$ cat src/rtl/fir_coeff_sequencer_pkg.sv
// Shared definitions for the coefficient sequencer: state encoding and default sizes.
package fir_coeff_sequencer_pkg;

    localparam int unsigned NtapsDefault = 8;
    localparam int unsigned CwDefault    = 16;

    typedef enum logic [1:0] {
        StLoad   = 2'd0,
        StArmed  = 2'd1,
        StCommit = 2'd2
    } state_e;

endpackage

$ cat src/rtl/fir_coeff_shadow.sv
// Shadow coefficient bank: NTAPS x CW registers plus a per-tap written mask.
// mask_full reports whether every tap is covered once the current write lands.
module fir_coeff_shadow
    import fir_coeff_sequencer_pkg::*;
#(
    parameter int unsigned NTAPS = NtapsDefault,
    parameter int unsigned CW    = CwDefault,
    parameter int unsigned AW    = $clog2(NTAPS)
) (
    input  logic                 clk,
    input  logic                 rst,
    input  logic                 we,
    input  logic [AW-1:0]        waddr,
    input  logic signed [CW-1:0] wdata,
    input  logic                 mask_clr,
    input  logic [AW-1:0]        raddr,
    output logic signed [CW-1:0] rdata,
    output logic                 mask_full
);

    localparam logic [AW:0] NtapsW = (AW + 1)'(NTAPS);

    logic signed [CW-1:0] shadow_q [NTAPS];
    logic signed [CW-1:0] shadow_d [NTAPS];
    logic [NTAPS-1:0]     mask_q, mask_d, wbit;
    logic                 w_ok, r_ok;

    assign w_ok = we && ({1'b0, waddr} < NtapsW);
    assign r_ok = {1'b0, raddr} < NtapsW;

    // One-hot of the tap being written this cycle (zero when no valid write).
    always_comb begin
        wbit = '0;
        if (w_ok) wbit[waddr] = 1'b1;
    end

    // Next-state of bank and mask.
    always_comb begin
        shadow_d = shadow_q;
        mask_d   = mask_q;
        if (mask_clr) mask_d = '0;
        if (w_ok) shadow_d[waddr] = wdata;
        mask_d = mask_d | wbit;
    end

    // Bank and mask registers.
    always_ff @(posedge clk or posedge rst) begin
        if (rst) begin
            for (int i = 0; i < NTAPS; i++) shadow_q[i] <= '0;
            mask_q <= '0;
        end else begin
            shadow_q <= shadow_d;
            mask_q   <= mask_d;
        end
    end

    assign rdata     = r_ok ? shadow_q[raddr] : '0;
    assign mask_full = &(mask_q | wbit);

endmodule

$ cat src/rtl/fir_coeff_sequencer.sv
// Collects coefficient beats into a shadow bank and, at the next sample boundary,
// writes the set into the filter one tap per cycle while holding the input off.
module fir_coeff_sequencer
    import fir_coeff_sequencer_pkg::*;
#(
    parameter int unsigned NTAPS = NtapsDefault,
    parameter int unsigned CW    = CwDefault,
    parameter int unsigned AW    = $clog2(NTAPS)
) (
    input  logic                 clk,
    input  logic                 rst,
    input  logic                 cfg_valid,
    output logic                 cfg_ready,
    input  logic [AW-1:0]        cfg_addr,
    input  logic signed [CW-1:0] cfg_data,
    input  logic                 cfg_last,
    input  logic                 sample_valid,
    output logic                 hold,
    output logic                 coeff_we,
    output logic [AW-1:0]        coeff_addr,
    output logic signed [CW-1:0] coeff_data,
    output logic                 commit_done,
    input  logic                 err_clr,
    output logic                 cfg_err,
    output logic                 drop_err
);

    localparam logic [AW:0]   NtapsW  = (AW + 1)'(NTAPS);
    localparam logic [AW-1:0] LastIdx = AW'(NTAPS - 1);

    state_e               state_q, state_d;
    logic [AW-1:0]        idx_q, idx_d;
    logic                 hold_q, hold_d;
    logic                 we_q, we_d;
    logic                 done_q, done_d;
    logic                 cfg_err_q, cfg_err_d;
    logic                 drop_err_q, drop_err_d;
    logic [AW-1:0]        addr_q, addr_d;
    logic signed [CW-1:0] data_q, data_d;
    logic                 beat, beat_in_range, mask_full, mask_clr, err_set;
    logic [AW-1:0]        rd_addr;
    logic signed [CW-1:0] rd_data;

    assign cfg_ready     = (state_q == StLoad) & ~rst;
    assign beat          = cfg_valid & cfg_ready;
    assign beat_in_range = {1'b0, cfg_addr} < NtapsW;
    // Tap presented on the next cycle: 0 when leaving ARMED, else the one after idx.
    assign rd_addr       = (state_q == StCommit) ? idx_q + 1'b1 : '0;

    fir_coeff_shadow #(
        .NTAPS (NTAPS),
        .CW    (CW),
        .AW    (AW)
    ) u_shadow (
        .clk       (clk),
        .rst       (rst),
        .we        (beat & beat_in_range),
        .waddr     (cfg_addr),
        .wdata     (cfg_data),
        .mask_clr  (mask_clr),
        .raddr     (rd_addr),
        .rdata     (rd_data),
        .mask_full (mask_full)
    );

    // Next state, next registered outputs and sticky error flags.
    always_comb begin
        state_d  = state_q;
        idx_d    = idx_q;
        hold_d   = 1'b0;
        we_d     = 1'b0;
        addr_d   = '0;
        data_d   = '0;
        done_d   = 1'b0;
        mask_clr = 1'b0;
        err_set  = 1'b0;
        unique case (state_q)
            StLoad: begin
                if (beat) begin
                    if (!beat_in_range) err_set = 1'b1;
                    if (cfg_last) begin
                        state_d = StArmed;
                        if (!mask_full) err_set = 1'b1;
                    end
                end
            end
            StArmed: begin
                if (sample_valid) begin
                    state_d = StCommit;
                    idx_d   = '0;
                    we_d    = 1'b1;
                    hold_d  = 1'b1;
                    addr_d  = '0;
                    data_d  = rd_data;
                end
            end
            StCommit: begin
                if (idx_q == LastIdx) begin
                    state_d  = StLoad;
                    idx_d    = '0;
                    done_d   = 1'b1;
                    mask_clr = 1'b1;
                end else begin
                    idx_d  = rd_addr;
                    we_d   = 1'b1;
                    hold_d = 1'b1;
                    addr_d = rd_addr;
                    data_d = rd_data;
                end
            end
            default: state_d = StLoad;
        endcase
        // A new error event beats a simultaneous clear.
        cfg_err_d  = err_set | (cfg_err_q & ~err_clr);
        drop_err_d = (sample_valid & hold_q) | (drop_err_q & ~err_clr);
    end

    // State and output registers.
    always_ff @(posedge clk or posedge rst) begin
        if (rst) begin
            state_q    <= StLoad;
            idx_q      <= '0;
            hold_q     <= 1'b0;
            we_q       <= 1'b0;
            done_q     <= 1'b0;
            cfg_err_q  <= 1'b0;
            drop_err_q <= 1'b0;
            addr_q     <= '0;
            data_q     <= '0;
        end else begin
            state_q    <= state_d;
            idx_q      <= idx_d;
            hold_q     <= hold_d;
            we_q       <= we_d;
            done_q     <= done_d;
            cfg_err_q  <= cfg_err_d;
            drop_err_q <= drop_err_d;
            addr_q     <= addr_d;
            data_q     <= data_d;
        end
    end

    assign hold        = hold_q;
    assign coeff_we    = we_q;
    assign coeff_addr  = addr_q;
    assign coeff_data  = data_q;
    assign commit_done = done_q;
    assign cfg_err     = cfg_err_q;
    assign drop_err    = drop_err_q;

endmodule

$ cat config.mk
export PLATFORM = sky130hd
export DESIGN_NAME = fir_coeff_sequencer
export DESIGN_NICKNAME = d
export VERILOG_FILES = /design/src/rtl/fir_coeff_sequencer_pkg.sv /design/src/rtl/fir_coeff_shadow.sv /design/src/rtl/fir_coeff_sequencer.sv
export SDC_FILE = /design/constraint.sdc
export NUM_CORES = 1
export LEC_CHECK = 0
export CAP_MARGIN = 20
export CORE_AREA = 2 2 163 85
export CTS_BUF_LIST = sky130_fd_sc_hd__clkbuf_8 sky130_fd_sc_hd__clkbuf_16
export CTS_CLUSTER_DIAMETER = 40
export DETAILED_ROUTE_END_ITERATION = 7
export DIE_AREA = 0 0 165 87
export PLACE_DENSITY_LB_ADDON = 0.05
export SLEW_MARGIN = 25
export SYNTH_ARGS = -nofsm -noshare
export SYNTH_HDL_FRONTEND = slang
export SYNTH_SLANG_ARGS = --single-unit
$ cat constraint.sdc
create_clock -name clk -period 6.5 [get_ports clk]
set_input_delay 0.975 -clock clk [delete_from_list [all_inputs] [get_ports clk]]
set_output_delay 0.975 -clock clk [all_outputs]
set_load 0.005 [all_outputs]
==> results of run 1 <==
## cell usage in the layout, fill, tap and decap left out, types with 6 or more instances in the layout
cell type and n:
clkbuf_16 17, clkdlybuf4s50_1 49, dfrtp_1 163, ha_1 6
inv_1 12, mux2_2 132, mux2i_1 64, mux4_2 16
nand2_1 10, nor2_1 17
## cell type report
type                            count  area share [%]
Multi-Input combinational cell    283            35.2
Clock buffer                       18            5.23
Inverter                           11           0.551
Timing Repair Buffer               54            6.29
Sequential cell                   164            48.9
Tap cell                          176            2.62
Clock inverter                     14            1.24
## how the worst max path moves through the flow
stage	to	startpoint	cells after the start	slack, ps
after floorplan	cfg_err	rst	1	1090
after global placement	cfg_err	rst	6	2930
after detailed placement	cfg_err	rst	6	2840
after CTS	cfg_err	rst	6	3280
after global routing	cfg_err	rst	6	3210
final	cfg_err	rst	6	3320
## power groups by stage
stage / clock network (mW) / logic, mW / registers [mW]
finish: 0.917 / 1.08 / 1.67
global placement: 0 / 1.05 / 1.66
detailed placement: 0 / 1.08 / 1.69
floorplan: 0 / 0.837 / 1.62
CTS: 0.933 / 1.09 / 1.67
global route: 0.983 / 1.18 / 1.72
## flip-flops by register name (all words and copies together), names as in the netlist
register           count
u_shadow.shadow_q    128
drop_err               1
u_shadow.mask_q        8
state_q                2
coeff_data            16
coeff_we               1
cfg_err                1
coeff_addr             3
idx_q                  3
commit_done            1
## metal layers
metal | track usage, % | wire length (µm) | up-vias
li1 | - | - | 1838
met1 | 33.8 | 7390 | 2146
met2 | 34.3 | 6590 | 80
met3 | 3.90 | 634 | 17
met4 | 7.98 | 164 | 0
met5 | 0 | 0 | -
## cell families after synthesis
family,count (synthesis)
compound gates,17
fa+ha+maj,6
buf+inv,36
flops,164
mux,212
simple gates,48
## synthesized netlist by cell type (2+ instances only)
cell type / n
and2_1: 2
clkbuf_1: 2
a21o_1: 5
inv_1: 11
mux4_2: 16
buf_4: 3
a21oi_1: 3
ha_1: 6
buf_6: 4
o22ai_1: 3
o21ai_0: 4
nor2_1: 17
mux2i_1: 64
nor2b_1: 7
nand2_1: 10
dfrtp_1: 164
buf_2: 16
mux2_2: 132
nand2b_1: 4
nor2_2: 2
## critical path, cell delays in order
cell	delay [ps]
clkdlybuf4s50_1	510
nand4bb_1	360
nand2b_1	720
a2bb2o_1	510
nor4_1	280
o22ai_1	110
==> results.ini, run 1 <==
[min_path]
hold_start = idx_q[0]
hp-class = reg2reg
hold-path-endpoint = coeff_addr[0]
worstHoldPathCells = 1

[clock_network]
clk_pin_slew_ps = 70
ctsResizeCount = 0
ctsHoldBuffers = 0
tritoncts = yes
cts_buffers = 17
htreeDepth = 4
cts-root-buf = clkbuf_16
clock_sinks = 164
insertion_delay_ps = 420
cts_setup_buffers = 0
cts_max_path_buffers = 2

[place]
gp_congestion = 0.746
pre_cts_ws_ps = 2840
placed_cell_area_mm2 = 0.00784
dp_hpwl_um = 9030
portBuffers = 49
place_inst = 688

[worst_setup_path]
end_kind = flip-flop
cp.required_ps = 6790
reg2reg_from = state_q[0]
critPathLaunchType = primary input
r2r_slack_ps = 3760
worstPathMaxFanout = 18
r2r_cells = 7
r2r-end = cfg_err
cp.arrival_ps = 3470
crit_type = in2reg

[floorplanning]
rows = 30
pin_count = 50
die_y_um = 87
die_area_mm2 = 0.0144
coreArea_mm2 = 0.0131
start_util_pct = 55.1
die-width_um = 165

[logic_synthesis]
syn-cell-area_mm2 = 0.00722
yosysTopAreaCell = dfrtp_1
ys_warn_count = 0
ys_ff_latch = 164
synth_top_family_by_area = multiplexers
syn_inst = 483
synth_fa_ha_area_share_pct = 1.04
synth.top_cell.area_share_pct = 56.9
ys_seq_area_share_pct = 56.9
synth_nets = 514
synth-simple-area-share_pct = 3.36
avgSynthCellArea_um2 = 14.9
synthMuxAreaShare_pct = 34.5
async_flop_share_pct = 100
synth_area_leaders = dfrtp_1, mux2_2, mux2i_1, mux4_2, buf_2
synth_edf_count = 0
synth_compound_area_share_pct = 1.53
ys_types = 28
synth-xor-area-share_pct = 0
yosys_most_used_dff = dfrtp_1

[timing]
finClkSkew_ps = 9.95
rsz0062_at_grt = no
setup_slack_ps = 3320
max_slew.worst_pin.slew_ps = 1050
min_period_ps = 3180
max_slew_margin_pct = 30.1
period_share_pct = 48.9
hold_viol = 0
max_freq_ghz = 0.315
timing.hold.ws_ps = 485
drv_slew = 0
tns_ps = 0
setup_viol = 0

[power]
p_per_area_mw_per_mm2 = 437
power_frac_seq_pct = 45.6
p_sw_mw = 1.07
combPwrFrac_pct = 29.4
fin_total_pwr_mw = 3.67
p_int_mw = 2.60
p_clk_share_pct = 25.0
netSwitchingFraction_pct = 29.1
ir_drop_uv = 166
p_leak_nw = 3.75

[global_routing]
first_global_vias = 4213
grt_max_degree = 100
grt_usage_pct = 22.8
antenna_found_initial = 0
overflow = 0
grt_pass1_wl_um = 23700

[drt]
via_per_inst = 5.67
drc_errors = 0
first_pass_iters = 5
wl_um = 14800
postRouteAntennaNets = 0
drtIter0Drc = 183
wl_per_cell_um = 20.5
vias = 4081

[finish]
fin_util_pct = 64.1
multi_input_area_mm2 = 0.00295
seq_area_mm2 = 0.00411
drive_gt1_share_pct = 35.5
final_area_mm2 = 0.00839
final_cell_count_no_fill = 720
diodes = 0
nets = 562
fillCellCount = 970
area_growth_pct = 16.3

[job]
cap_violations = 0

[status]
status = completed

Power figures use the tool's default switching activity.
==> run 2, diff against run 1 <==
CORE_AREA = 2 2 169 88   (was 2 2 163 85)
DIE_AREA = 0 0 171 90   (was 0 0 165 87)
clock period = 2.85 ns   (was 6.5 ns; I/O delays follow)
==> run 2 against run 1 <==
Compared with the run above:
- largest power group unchanged
- highest routed layer unchanged
- non-clock buffer count rose by 18
- wire length rose by 3.4%
- core utilization fell by 2.7 points
- power rose by 140%
- critical endpoint is now coeff_data[5]
- global-route usage fell by 1.1 points
- clock-buffer cell count did not move
==> results.ini, run 2 (synthesis results as in run 1) <==
[status]
status = completed  ; unchanged

[place]
portBuffers = 49  ; unchanged
dp_hpwl_um = 9660  ; was 9030 µm
placed_cell_area_mm2 = 0.00801  ; was 0.00784 mm²
place_inst = 728  ; was 688
gp_congestion = 0.798  ; was 0.746
pre_cts_ws_ps = 431  ; was 2840 ps

[timing]
hold_viol = 0  ; unchanged
rsz0062_at_grt = no  ; unchanged
min_period_ps = 2350
max_slew_margin_pct = 55.1  ; was 30.1%
setup_viol = 0  ; unchanged
setup_slack_ps = 496  ; was 3320 ps
period_share_pct = 82.6
drv_slew = 0  ; unchanged
max_freq_ghz = 0.425
finClkSkew_ps = 11.4  ; was 9.95 ps
timing.hold.ws_ps = 489  ; was 485 ps
tns_ps = 0  ; unchanged
max_slew.worst_pin.slew_ps = 673  ; was 1050 ps

[worst_setup_path]
cp.arrival_ps = 2690  ; was 3470 ps
r2r_cells = 7  ; unchanged
reg2reg_from = state_q[0]  ; unchanged
end_kind = flip-flop  ; unchanged
critPathLaunchType = flip-flop  ; was primary input
cp.required_ps = 3190  ; was 6790 ps
r2r-end = coeff_data[5]  ; was cfg_err
r2r_slack_ps = 500  ; was 3760 ps
worstPathMaxFanout = 32  ; was 18
crit_type = reg2reg  ; was in2reg

[power]
ir_drop_uv = 497  ; was 166 µV
p_leak_nw = 3.86  ; was 3.75 nW
p_per_area_mw_per_mm2 = 1000  ; was 437 mW/mm²
fin_total_pwr_mw = 8.63  ; was 3.67 mW

[floorplanning]
die_area_mm2 = 0.0154  ; was 0.0144 mm²
coreArea_mm2 = 0.0140  ; was 0.0131 mm²
pin_count = 50  ; unchanged
die-width_um = 171  ; was 165 µm
die_y_um = 90  ; was 87 µm
rows = 31  ; was 30
start_util_pct = 51.4  ; was 55.1%

[drt]
drtIter0Drc = 219  ; was 183
wl_per_cell_um = 20.1  ; was 20.5 µm
first_pass_iters = 4  ; was 5
vias = 4128  ; was 4081
postRouteAntennaNets = 0  ; unchanged
wl_um = 15300  ; was 14800 µm
drc_errors = 0  ; unchanged
via_per_inst = 5.44  ; was 5.67

[global_routing]
antenna_found_initial = 0  ; unchanged
grt_pass1_wl_um = 24800  ; was 23700 µm
grt_usage_pct = 21.6  ; was 22.8%
grt_max_degree = 65  ; was 100
first_global_vias = 4415  ; was 4213
overflow = 0  ; unchanged

[finish]
largest_reg_flops = 128  ; unchanged
fillCellCount = 1077  ; was 970
layout_commonest_cell = dfrtp_1  ; unchanged
nets = 580  ; was 562
final_cell_count_no_fill = 759  ; was 720
fin_util_pct = 61.4  ; was 64.1%
drive_gt1_share_pct = 37.1  ; was 35.5%
final_area_mm2 = 0.00861  ; was 0.00839 mm²
largest-register = u_shadow.shadow_q  ; unchanged
final_cell_mix = dfrtp_1, mux2_2, mux2i_1, clkdlybuf4s50_1, buf_4  ; was dfrtp_1, mux2_2, mux2i_1, clkdlybuf4s50_1
area_growth_pct = 19.4  ; was 16.3%
diodes = 0  ; unchanged

[clock_network]
cts-root-buf = clkbuf_16  ; unchanged
clock_sinks = 164  ; unchanged
ctsResizeCount = 0  ; unchanged
tritoncts = yes  ; unchanged
ctsHoldBuffers = 0  ; unchanged
insertion_delay_ps = 410  ; was 420 ps
cts_buffers = 17  ; unchanged
cts_setup_buffers = 0  ; unchanged
clk_pin_slew_ps = 70  ; about the same
cts_max_path_buffers = 2  ; unchanged
htreeDepth = 4  ; unchanged

[min_path]
hp-class = in2async  ; was reg2reg

[job]
cap_violations = 0  ; unchanged

run 2: cell count changes in the layout (fill, tap and decap cells not counted), moves of 2 or more:
cell	delta
nor2b_4	-2
buf_12	+2
nor2_2	+2
nor2b_2	+2
clkinvlp_4	+2
inv_6	-4
nor2_4	-2
buf_4	+16
bufinv_16	+3
run 2: metal layers:
metal | global-route usage, % | wire length, µm | up-vias
li1 | - | - | 1865
met1 | 31.9 | 7560 | 2191
met2 | 32.6 | 7120 | 68
met3 | 4.71 | 546 | 4
met4 | 6.07 | 59 | 0
met5 | 0 | 0 | -
run 2: power breakdown:
part           total [mW]  switching (mW)  internal, mW  leakage, nW
registers            3.83           0.514          3.31         2.12
clock network        2.33           0.932          1.40        0.283
logic                2.48           0.974          1.50         1.46
run 2: layout make-up:
| class | instances | area [µm²] | share of cell area, % |
|---|---|---|---|
| Inverter | 11 | 45.0 | 0.523 |
| Clock inverter | 13 | 161 | 1.87 |
| Timing Repair Buffer | 72 | 688 | 7.99 |
| Tap cell | 198 | 248 | 2.88 |
| Sequential cell | 164 | 4110 | 47.7 |
| Multi-Input combinational cell | 283 | 2930 | 34.0 |
| Clock buffer | 18 | 439 | 5.10 |
run 2: worst max-delay path: stages (launching register included):
cell and delay [ps]:
dfrtp_1 400, inv_1 110, ha_1 260, nor2b_4 170
buf_4 480, mux2i_1 180, mux4_2 520, nor2_1 110
run 2: worst max-delay path by stage:
stage | startpoint | to | slack [ps] | depth (start not counted)
finish | state_q[0] | coeff_data[5] | 500 | 7
global route | state_q[0] | coeff_data[6] | 350 | 7
CTS | state_q[0] | coeff_data[5] | 490 | 7
detailed placement | rst | cfg_err | 430 | 7
global placement | rst | cfg_err | 480 | 6
floorplan | rst | cfg_err | 340 | 1
==> run 3, diff against run 2 <==
CORE_AREA = 2 2 163 85   (was 2 2 169 88)
DIE_AREA = 0 0 165 87   (was 0 0 171 90)
clock period = 2.25 ns   (was 2.85 ns; I/O delays follow)
==> run 3 against run 2 <==
Compared with the run above:
- register-to-register slack lost 300 ps
- cell count shrank 2.6%
- sequential share of layout area decreased by 0.090 points
- critical path depth decreased by 3
- first-iteration DRC count is 14% higher
- hold slack worse by 4.6 ps
- die area is 6.7% lower
- critical path type is now reg2out
- global-route usage grew 1.6 points
- flip-flop and latch count stayed put
==> results.ini, run 3 (synthesis results as in run 1) <==
[finish]
final_cell_count_no_fill = 739  ; was 759
largest-register = u_shadow.shadow_q  ; unchanged
diodes = 0  ; unchanged
drive_gt1_share_pct = 37.8  ; was 37.1%
fin_util_pct = 65.9  ; was 61.4%
fillCellCount = 924  ; was 1077
nets = 581  ; was 580
area_growth_pct = 19.6  ; was 19.4%
final_cell_mix = dfrtp_1, mux2_2, mux2i_1, clkdlybuf4s50_1, buf_4  ; unchanged
layout_commonest_cell = dfrtp_1  ; unchanged
largest_reg_flops = 128  ; unchanged

[drt]
wl_um = 15100  ; was 15300 µm
via_per_inst = 5.64  ; was 5.44
first_pass_iters = 4  ; unchanged
drtIter0Drc = 249  ; was 219
vias = 4168  ; was 4128
drc_errors = 0  ; unchanged
wl_per_cell_um = 20.4  ; was 20.1 µm
postRouteAntennaNets = 0  ; unchanged

[place]
portBuffers = 49  ; unchanged
pre_cts_ws_ps = 70.6  ; was 431 ps
place_inst = 707  ; was 728
dp_hpwl_um = 9770  ; was 9660 µm
gp_congestion = 0.844  ; was 0.798

[floorplanning]
die_area_mm2 = 0.0144  ; was 0.0154 mm²
die_y_um = 87  ; was 90 µm
coreArea_mm2 = 0.0131  ; was 0.0140 mm²
die-width_um = 165  ; was 171 µm
rows = 30  ; was 31
pin_count = 50  ; unchanged
start_util_pct = 55.1  ; was 51.4%

[timing]
rsz0062_at_grt = no  ; unchanged
max_slew_margin_pct = 56.3  ; was 55.1%
finClkSkew_ps = 8.02  ; was 11.4 ps
setup_slack_ps = 112  ; was 496 ps
max_slew.worst_pin.slew_ps = 656  ; was 673 ps
hold_viol = 0  ; unchanged
max_freq_ghz = 0.468
drv_slew = 0  ; unchanged
min_period_ps = 2140
setup_viol = 0  ; unchanged
period_share_pct = 95.0

[status]
status = completed  ; unchanged

[min_path]
worstHoldPathCells = 1
hp-class = reg2reg  ; was in2async
hold_start = u_shadow.mask_q[5]
hold-path-endpoint = u_shadow.mask_q[5]

[clock_network]
insertion_delay_ps = 420  ; was 410 ps
cts_buffers = 17  ; unchanged
tritoncts = yes  ; unchanged
clk_pin_slew_ps = 60  ; was 70 ps
cts_max_path_buffers = 2  ; unchanged
clock_sinks = 164  ; unchanged
cts-root-buf = clkbuf_16  ; unchanged
htreeDepth = 4  ; unchanged

[global_routing]
grt_usage_pct = 23.3  ; was 21.6%
grt_pass1_wl_um = 24500  ; was 24800 µm
grt_max_degree = 99  ; was 65
first_global_vias = 4338  ; was 4415
antenna_found_initial = 0  ; unchanged
overflow = 0  ; unchanged

[power]
fin_total_pwr_mw = 10.9  ; was 8.63 mW
p_leak_nw = 3.88  ; was 3.86 nW
ir_drop_uv = 526  ; was 497 µV
p_per_area_mw_per_mm2 = 1260  ; was 1000 mW/mm²

[worst_setup_path]
crit_type = reg2out  ; was reg2reg
cp.arrival_ps = 1800  ; was 2690 ps
r2r-end = coeff_data[9]  ; was coeff_data[5]
worstPathMaxFanout = 4  ; was 32
r2r_cells = 7  ; unchanged
end_kind = output pin  ; was flip-flop
r2r_slack_ps = 200  ; was 500 ps
reg2reg_from = state_q[0]  ; unchanged
cp.required_ps = 1910  ; was 3190 ps
critPathLaunchType = flip-flop  ; unchanged

[job]
cap_violations = 0  ; unchanged

## run 3: changes by cell type in the layout (fill, tap and decap cells not counted), moves of 2 or more
cell	change
buf_12	+4
buf_4	-3
inv_6	+3
clkinvlp_4	-2
## run 3: per-layer routing
layer / up-vias / part of all wire [%] / GRT usage, %
li1: 1865 / - / -
met1: 2202 / 50 / 35.0
met2: 81 / 44 / 34.4
met3: 20 / 4.3 / 4.71
met4: 0 / 1.5 / 7.04
met5: - / 0 / 0
## run 3: metrics by stage
stage / hold WS, ps / instance area [µm²] / TNS, ps
6_report: 484 / 8630 / 0
5_1_grt: 506 / 8630 / 0
4_1_cts: 472 / 8630 / 0
3_5_place_dp: 471 / 8040 / 0
3_3_place_gp: 464 / 8040 / 0
2_1_floorplan: 434 / 7220 / -28260
## run 3: critical path, cell delays in order, from the launching register on
cell	delay, ps
dfrtp_1	400
inv_1	110
ha_2	210
nor2b_2	150
clkdlybuf4s50_1	510
## run 3: where the power goes
group          leakage (nW)  switching (mW)  internal, mW
logic                  1.47            1.26          1.97
clock network         0.283            1.20          1.64
registers              2.12           0.639          4.20
total                  3.88            3.10          7.81
## run 3: how the worst max path moves through the flow
stage	from	depth (start not counted)	slack (ps)	to
floorplan	rst	1	-170	cfg_err
global placement	rst	7	120	cfg_err
detailed placement	rst	6	70	cfg_err
CTS	state_q[0]	4	40	cfg_ready
global route	state_q[1]	4	4	cfg_ready
finish	state_q[1]	4	110	cfg_ready
## run 3: area by class of cell
type / instances / area [µm²] / share of cell area (%)
Clock buffer: 17 / 425 / 4.93
Inverter: 11 / 45.0 / 0.522
Tap cell: 176 / 220 / 2.55
Clock inverter: 15 / 156 / 1.81
Multi-Input combinational cell: 283 / 2930 / 34.0
Timing Repair Buffer: 73 / 746 / 8.64
Sequential cell: 164 / 4110 / 47.6
## run 3: timing repair
item	4_1_cts	5_1_grt
gates resized for setup	0	3
hold buffers	0	0
buffers inserted	0	0
endpoints found under the setup margin	0	1
